`config.mk`:
```
export PLATFORM = sky130hd
export DESIGN_NAME = eea_binary_inv
export DESIGN_NICKNAME = d
export VERILOG_FILES = /design/src/rtl/eea_binary_inv.sv
export SDC_FILE = /design/constraint.sdc
export NUM_CORES = 2
export LEC_CHECK = 0
export CAP_MARGIN = 10
export CORE_AREA = 5 5 533 535
export CTS_CLUSTER_DIAMETER = 40
export DETAILED_ROUTE_END_ITERATION = 10
export DIE_AREA = 0 0 538 540
export PLACE_DENSITY = 0.36
export SETUP_SLACK_MARGIN = 0.3
export SLEW_MARGIN = 25
export SYNTH_ARGS = -nofsm -noshare
export SYNTH_HDL_FRONTEND = slang
export SYNTH_SLANG_ARGS = --single-unit
```
`constraint.sdc`:
```
create_clock -name i_clk -period 35.2 [get_ports i_clk]
set_input_delay 7.04 -clock i_clk [delete_from_list [all_inputs] [get_ports i_clk]]
set_output_delay 7.04 -clock i_clk [all_outputs]
set_load 0.005 [all_outputs]
```
`src/rtl/eea_binary_inv.sv`:
```
// eea_binary_inv: modular inverse x^-1 mod p (or y*x^-1 mod p) via the binary extended Euclidean algorithm
// Ports:
//   i_clk       clock, rising edge
//   i_reset     asynchronous active-high reset
//   i_go        start request, sampled in IDLE; must fall to leave DONE
//   i_div_mode  0: inverse, 1: division y/x mod p (sampled with i_go)
//   i_x, i_y    operands, any value (reduced mod p internally)
//   i_p         modulus, must be odd and >= 3
//   o_x_inv     result, 0 on failure, held until the next accepted go
//   o_done      high while in DONE
//   o_failure   valid with o_done: no inverse, illegal p or watchdog
//   o_busy      high in every state except IDLE
module eea_binary_inv #(
    parameter int WIDTH = 64
) (
    input  logic             i_clk,
    input  logic             i_reset,
    input  logic             i_go,
    input  logic             i_div_mode,
    input  logic [WIDTH-1:0] i_x,
    input  logic [WIDTH-1:0] i_y,
    input  logic [WIDTH-1:0] i_p,
    output logic [WIDTH-1:0] o_x_inv,
    output logic             o_done,
    output logic             o_failure,
    output logic             o_busy
);
    localparam int CW     = $clog2(WIDTH);
    localparam int WD_MAX = 4 * WIDTH + 2;
    localparam int WDW    = $clog2(WD_MAX + 1) + 1;

    typedef enum logic [2:0] {S_IDLE, S_REDX, S_REDY, S_INIT, S_LOOP, S_DONE} state_t;

    state_t           r_state, w_state_nxt;
    logic [WIDTH-1:0] r_sh, r_y, r_p, r_red, r_xr, r_yr;
    logic [WIDTH-1:0] r_u, r_v, r_x1, r_x2, r_x_inv;
    logic [CW-1:0]    r_cnt;
    logic [WDW-1:0]   r_wd;
    logic             r_div, r_fail;

    logic             w_p_bad, w_red_last, w_u1, w_v1, w_zero, w_wd_exp, w_stop;
    logic [WIDTH:0]   w_red_cat, w_x1_sum, w_x2_sum;
    logic [WIDTH-1:0] w_red_nxt, w_x1_h, w_x2_h, w_d12, w_d21;

    assign w_p_bad    = ~i_p[0] | (i_p < WIDTH'(3));
    assign w_red_last = r_cnt == CW'(WIDTH - 1);
    // r < p before the shift, so {r,bit} < 2p and one conditional subtract restores r < p
    assign w_red_cat  = {r_red, r_sh[WIDTH-1]};
    assign w_red_nxt  = WIDTH'(w_red_cat >= {1'b0, r_p} ? w_red_cat - {1'b0, r_p} : w_red_cat);
    assign w_u1       = r_u == WIDTH'(1);
    assign w_v1       = r_v == WIDTH'(1);
    assign w_zero     = (r_u == '0) | (r_v == '0);
    assign w_wd_exp   = r_wd >= WDW'(WD_MAX);
    assign w_stop     = w_u1 | w_v1 | w_zero | w_wd_exp;
    // odd x < p: x+p is even and needs one extra bit before halving
    assign w_x1_sum   = {1'b0, r_x1} + {1'b0, r_p};
    assign w_x2_sum   = {1'b0, r_x2} + {1'b0, r_p};
    assign w_x1_h     = r_x1[0] ? WIDTH'(w_x1_sum >> 1) : r_x1 >> 1;
    assign w_x2_h     = r_x2[0] ? WIDTH'(w_x2_sum >> 1) : r_x2 >> 1;
    // modular wrap in WIDTH bits yields the correct residue in [0, p-1]
    assign w_d12      = r_x1 >= r_x2 ? r_x1 - r_x2 : r_x1 - r_x2 + r_p;
    assign w_d21      = r_x2 >= r_x1 ? r_x2 - r_x1 : r_x2 - r_x1 + r_p;

    always_ff @(posedge i_clk or posedge i_reset) begin
        if (i_reset) r_state <= S_IDLE;
        else         r_state <= w_state_nxt;
    end

    always_comb begin
        w_state_nxt = r_state;
        case (r_state)
            S_IDLE:  w_state_nxt = i_go ? (w_p_bad ? S_DONE : S_REDX) : S_IDLE;
            S_REDX:  w_state_nxt = w_red_last ? (r_div ? S_REDY : S_INIT) : S_REDX;
            S_REDY:  w_state_nxt = w_red_last ? S_INIT : S_REDY;
            S_INIT:  w_state_nxt = r_xr == '0 ? S_DONE : S_LOOP;
            S_LOOP:  w_state_nxt = w_stop ? S_DONE : S_LOOP;
            S_DONE:  w_state_nxt = i_go ? S_DONE : S_IDLE;
            default: w_state_nxt = S_IDLE;
        endcase
    end

    always_comb begin
        o_busy    = r_state != S_IDLE;
        o_done    = r_state == S_DONE;
        o_failure = (r_state == S_DONE) & r_fail;
        o_x_inv   = r_x_inv;
    end

    always_ff @(posedge i_clk or posedge i_reset) begin
        if (i_reset) begin
            r_sh <= '0; r_y <= '0; r_p <= '0; r_red <= '0; r_xr <= '0; r_yr <= '0;
            r_u <= '0; r_v <= '0; r_x1 <= '0; r_x2 <= '0; r_x_inv <= '0;
            r_cnt <= '0; r_wd <= '0; r_div <= 1'b0; r_fail <= 1'b0;
        end else begin
            case (r_state)
                S_IDLE: if (i_go) begin
                    r_sh    <= i_x;
                    r_y     <= i_y;
                    r_p     <= i_p;
                    r_div   <= i_div_mode;
                    r_red   <= '0;
                    r_cnt   <= '0;
                    r_x_inv <= '0;
                    r_fail  <= w_p_bad;
                end
                S_REDX, S_REDY: begin
                    r_red <= w_red_last ? '0 : w_red_nxt;
                    r_sh  <= w_red_last ? r_y : r_sh << 1;
                    r_cnt <= w_red_last ? '0 : r_cnt + CW'(1);
                    if (w_red_last && r_state == S_REDX) r_xr <= w_red_nxt;
                    if (w_red_last && r_state == S_REDY) r_yr <= w_red_nxt;
                end
                S_INIT: begin
                    r_u    <= r_xr;
                    r_v    <= r_p;
                    r_x1   <= r_div ? r_yr : WIDTH'(1);
                    r_x2   <= '0;
                    r_wd   <= '0;
                    r_fail <= r_xr == '0;
                end
                S_LOOP: begin
                    r_wd <= r_wd + WDW'(1);
                    if (w_u1) r_x_inv <= r_x1;
                    else if (w_v1) r_x_inv <= r_x2;
                    else if (w_zero | w_wd_exp) r_fail <= 1'b1;
                    else if (!r_u[0]) begin
                        r_u  <= r_u >> 1;
                        r_x1 <= w_x1_h;
                    end else if (!r_v[0]) begin
                        r_v  <= r_v >> 1;
                        r_x2 <= w_x2_h;
                    end else if (r_u >= r_v) begin
                        r_u  <= r_u - r_v;
                        r_x1 <= w_d12;
                    end else begin
                        r_v  <= r_v - r_u;
                        r_x2 <= w_d21;
                    end
                end
                default: ;
            endcase
        end
    end
endmodule

```
==> impl_results.md <==
- DRC Markers: 0
- Post-synth EDFFs: 0
- Initial drt markers: 6258
- Crit path required time: 36.03 ns
- Most frequent cells after synthesis: nand2_1 (1149), a21oi_1 (880), o21ai_0 (817), dfrtp_1 (725), ha_1 (590)
- Layout area overhead: 19.0%
- Final instance area: 82500 µm²
- Setup Skew: 0.133 ns
- HPWL after DPL: 282 mm
- Drt pass-1 iters: 6
- CP Max Fanout: 2
- Slowest CP cell: nor4_4
- Syn_nets: 9805
- Syn Std Cell Area: 69300 µm²
- Setup bufs post-CTS: 0
- Hold slack: 0.469 ns
- Number of global-route vias before repair: 69600
- RSZ-0062 raised after global routing: false
- Yosys reg bits: 725
- Status: complete, no violations
- Vias/cell: 5.45
- Worst Setup End Kind: flip-flop
- Resized cells post-CTS: 0
- Critical path endpoint: r_state[2]$_DFF_PP0_
- First-pass GRT wire length: 504 mm
- Synth top area share: 26.2%
- Kind of critical path: in -> reg
- Row cnt: 194
- Clk buf depth: 4
- Largest net degree at the start of global routing: 186
- Nets: 9853
- Sequential element share of the synthesized area: 26.2%
- Reg2Reg Depth: 21
- Worst slew margin: 22.0%
- TritonCTS clock tree: done
- Routed WL: 354 mm
- Core area: 278000 µm²
- Total CTS buffers: 195
- Die ar.: 291000 µm²
- CP Buf/Inv Count: 1
- Syn. warnings: 0
- Hold-fix buffers, CTS: 0
- Antenna Nets Post-Route: 0
- Worst setup margin: 24.86 ns
- Slowest stage delay, CP: 1.09 ns
- Syn Inst Count: 9010
- Later-pin clock latency in the skew report: 0.93 ns
- Clock sink total: 725
- Max_cap viols: 0
- Final hold vios: 0
- CTS HTree Levels: 4
- Initial antenna violation count: 25
- Setup TNS: 0 ns
- Crit start category: input port
- Reg-to-Reg End: r_x2[56]$_DFFE_PP0P_
- R2r setup slk: 26.85 ns
- Area contributors post-synth: dfrtp_1 (26%), ha_1 (11%), a21oi_1 (6.4%)
- Ys flop type: dfrtp_1
- Slew Limit Fails: 0
- Initial Util: 24.9%
- Ys async rst share: 100%
- Fin crit share: 29.4%
- Crit path cell chain: clkdlybuf4s50_1 -> nor4_4 -> nand4_1 -> o41ai_1 -> a21oi_1 -> nor2_1 -> a21oi_1 -> o21ai_0
- Vias: 70600
- Total overflow reported by the global router: 0
- Peak Freq: 96.8 MHz
- Final Setup Violations: 0
- Final Critical Period: 10.34 ns
- Top cell by count, worst path: a21oi_1
- Placed cell area: 75700 µm²
- Synth cell types: 103
- Total GRT Usage: 23.3%
- Critical hold path startpoint: o_x_inv[34]$_DFFE_PP0P_
- FILL cells: 30100
- Die Span X: 538 µm
- I/O Pins: 263
- Most frequent cell after synthesis: nand2_1
- Die Y: 540 µm
- Arrival time at the worst endpoint: 11.16 ns
- Wire per inst: 27.4 µm
- Area of the multi-input gates: 47500 µm²
- Crit path max-delay family: simple AND/OR/NAND/NOR gates
- Synth area leader: dfrtp_1
- GPL Wtd Cong: 0.951
- Root Buffer: clkbuf_16
- Hold Path Class: reg -> reg
- Clock Pin Slew Worst Setup and Hold Paths: 0.05 ns
- Fraction of layout cells with a size suffix above 1: 7.31%
- IO Port Bufs: 262
- Stages on worst setup path: 8
- Worst setup path startpoint: i_p[45]
- Worst reg2reg startpoint: r_x2[0]$_DFFE_PP0P_
- Worst Max-Slew Pin Slew: 1.16 ns
- Worst slack at placement: 24.13 ns
- Reg area: 18200 µm²
- Syn avg cell area: 7.70 µm²
worst reg2reg max path, delay by kind of cell, from the launching register on:
family	cells	cell delay (ns)
compound gates	12	4.29
xor+xnor	1	0.42
fa+ha+maj	2	0.91
buf+inv	1	0.90
flops	1	0.72
mux	1	0.17
simple gates	4	0.78
cell usage in the layout (no fill, tap or decap), types with 200 or more instances in the layout:
cell type | Yosys | routed
nor2_1 | 562 | 555
nand2_1 | 1149 | 1146
o21ai_0 | 817 | 817
nor3_1 | 202 | 200
ha_1 | 590 | 590
inv_1 | 470 | 468
a21o_1 | 290 | 290
a21oi_1 | 880 | 879
dfrtp_1 | 725 | 721
xnor2_1 | 311 | 311
clkdlybuf4s50_1 | 0 | 262
flip-flops by register name, summed over array words and instances (netlist names):
register / count
r_sh: 64
r_state: 3
r_v: 64
r_red: 64
r_p: 64
r_div: 1
r_x2: 64
r_cnt: 6
r_yr: 64
r_xr: 64
o_x_inv: 64
r_fail: 1
r_x1: 64
r_y: 64
r_wd: 10
r_u: 64
metal layers:
metal / vias up / wire length (µm) / GRT usage [%] / share of wire [%]
met5: - / 35 / 0 / 0.0099
met4: 8 / 14500 / 8.43 / 4.1
met3: 491 / 16000 / 2.17 / 4.5
met2: 2112 / 161000 / 37.8 / 45
met1: 34900 / 163000 / 32.3 / 46
li1: 33200 / - / - / -
kinds of logic (layout without fill, tap and decap cells):
logic type,Yosys count,in the layout,synth area share [%]
compound gates,3344,3344,30.8
simple gates,2651,2651,17.4
buf+inv,1014,1224,5.75
flops,725,725,26.2
fa+ha+maj,599,599,10.9
xor+xnor,490,490,6.19
mux,187,187,2.85
other cells,0,6,0
worst min-delay path by stage:
| stage | to | slack [ns] | depth (start not counted) |
|---|---|---|---|
| floorplan | r_yr[10]$_DFFE_PP0P_ | 0.45 | 2 |
| global placement | o_x_inv[40]$_DFFE_PP0P_ | 0.46 | 2 |
| detailed placement | o_x_inv[34]$_DFFE_PP0P_ | 0.47 | 2 |
| CTS | o_x_inv[34]$_DFFE_PP0P_ | 0.48 | 2 |
| global route | o_x_inv[12]$_DFFE_PP0P_ | 0.50 | 2 |
| finish | o_x_inv[34]$_DFFE_PP0P_ | 0.47 | 2 |
through the flow:
| stage | instances | utilization [%] |
|---|---|---|
| 2_1_floorplan | 9010 | - |
| 6_report | 13000 | 29.6 |
| 3_3_place_gp | 12600 | 27.2 |
| 4_1_cts | 12900 | 29.6 |
| 3_5_place_dp | 12600 | 27.2 |
| 5_1_grt | 12900 | 29.6 |
area by class of cell:
| class | count | share of cell area, % |
|---|---|---|
| antenna | 6 | 0.0182 |
| inverter | 472 | 2.16 |
| sequential | 725 | 22.0 |
| clock inverter | 124 | 1.80 |
| tap | 3724 | 5.64 |
| timing repair buffer | 393 | 4.46 |
| clock buffer | 235 | 6.41 |
| multi-input combinational | 7271 | 57.5 |
Power is not shown: default switching activity piles up to over one toggle a cycle in this logic, so the estimate is an artifact.
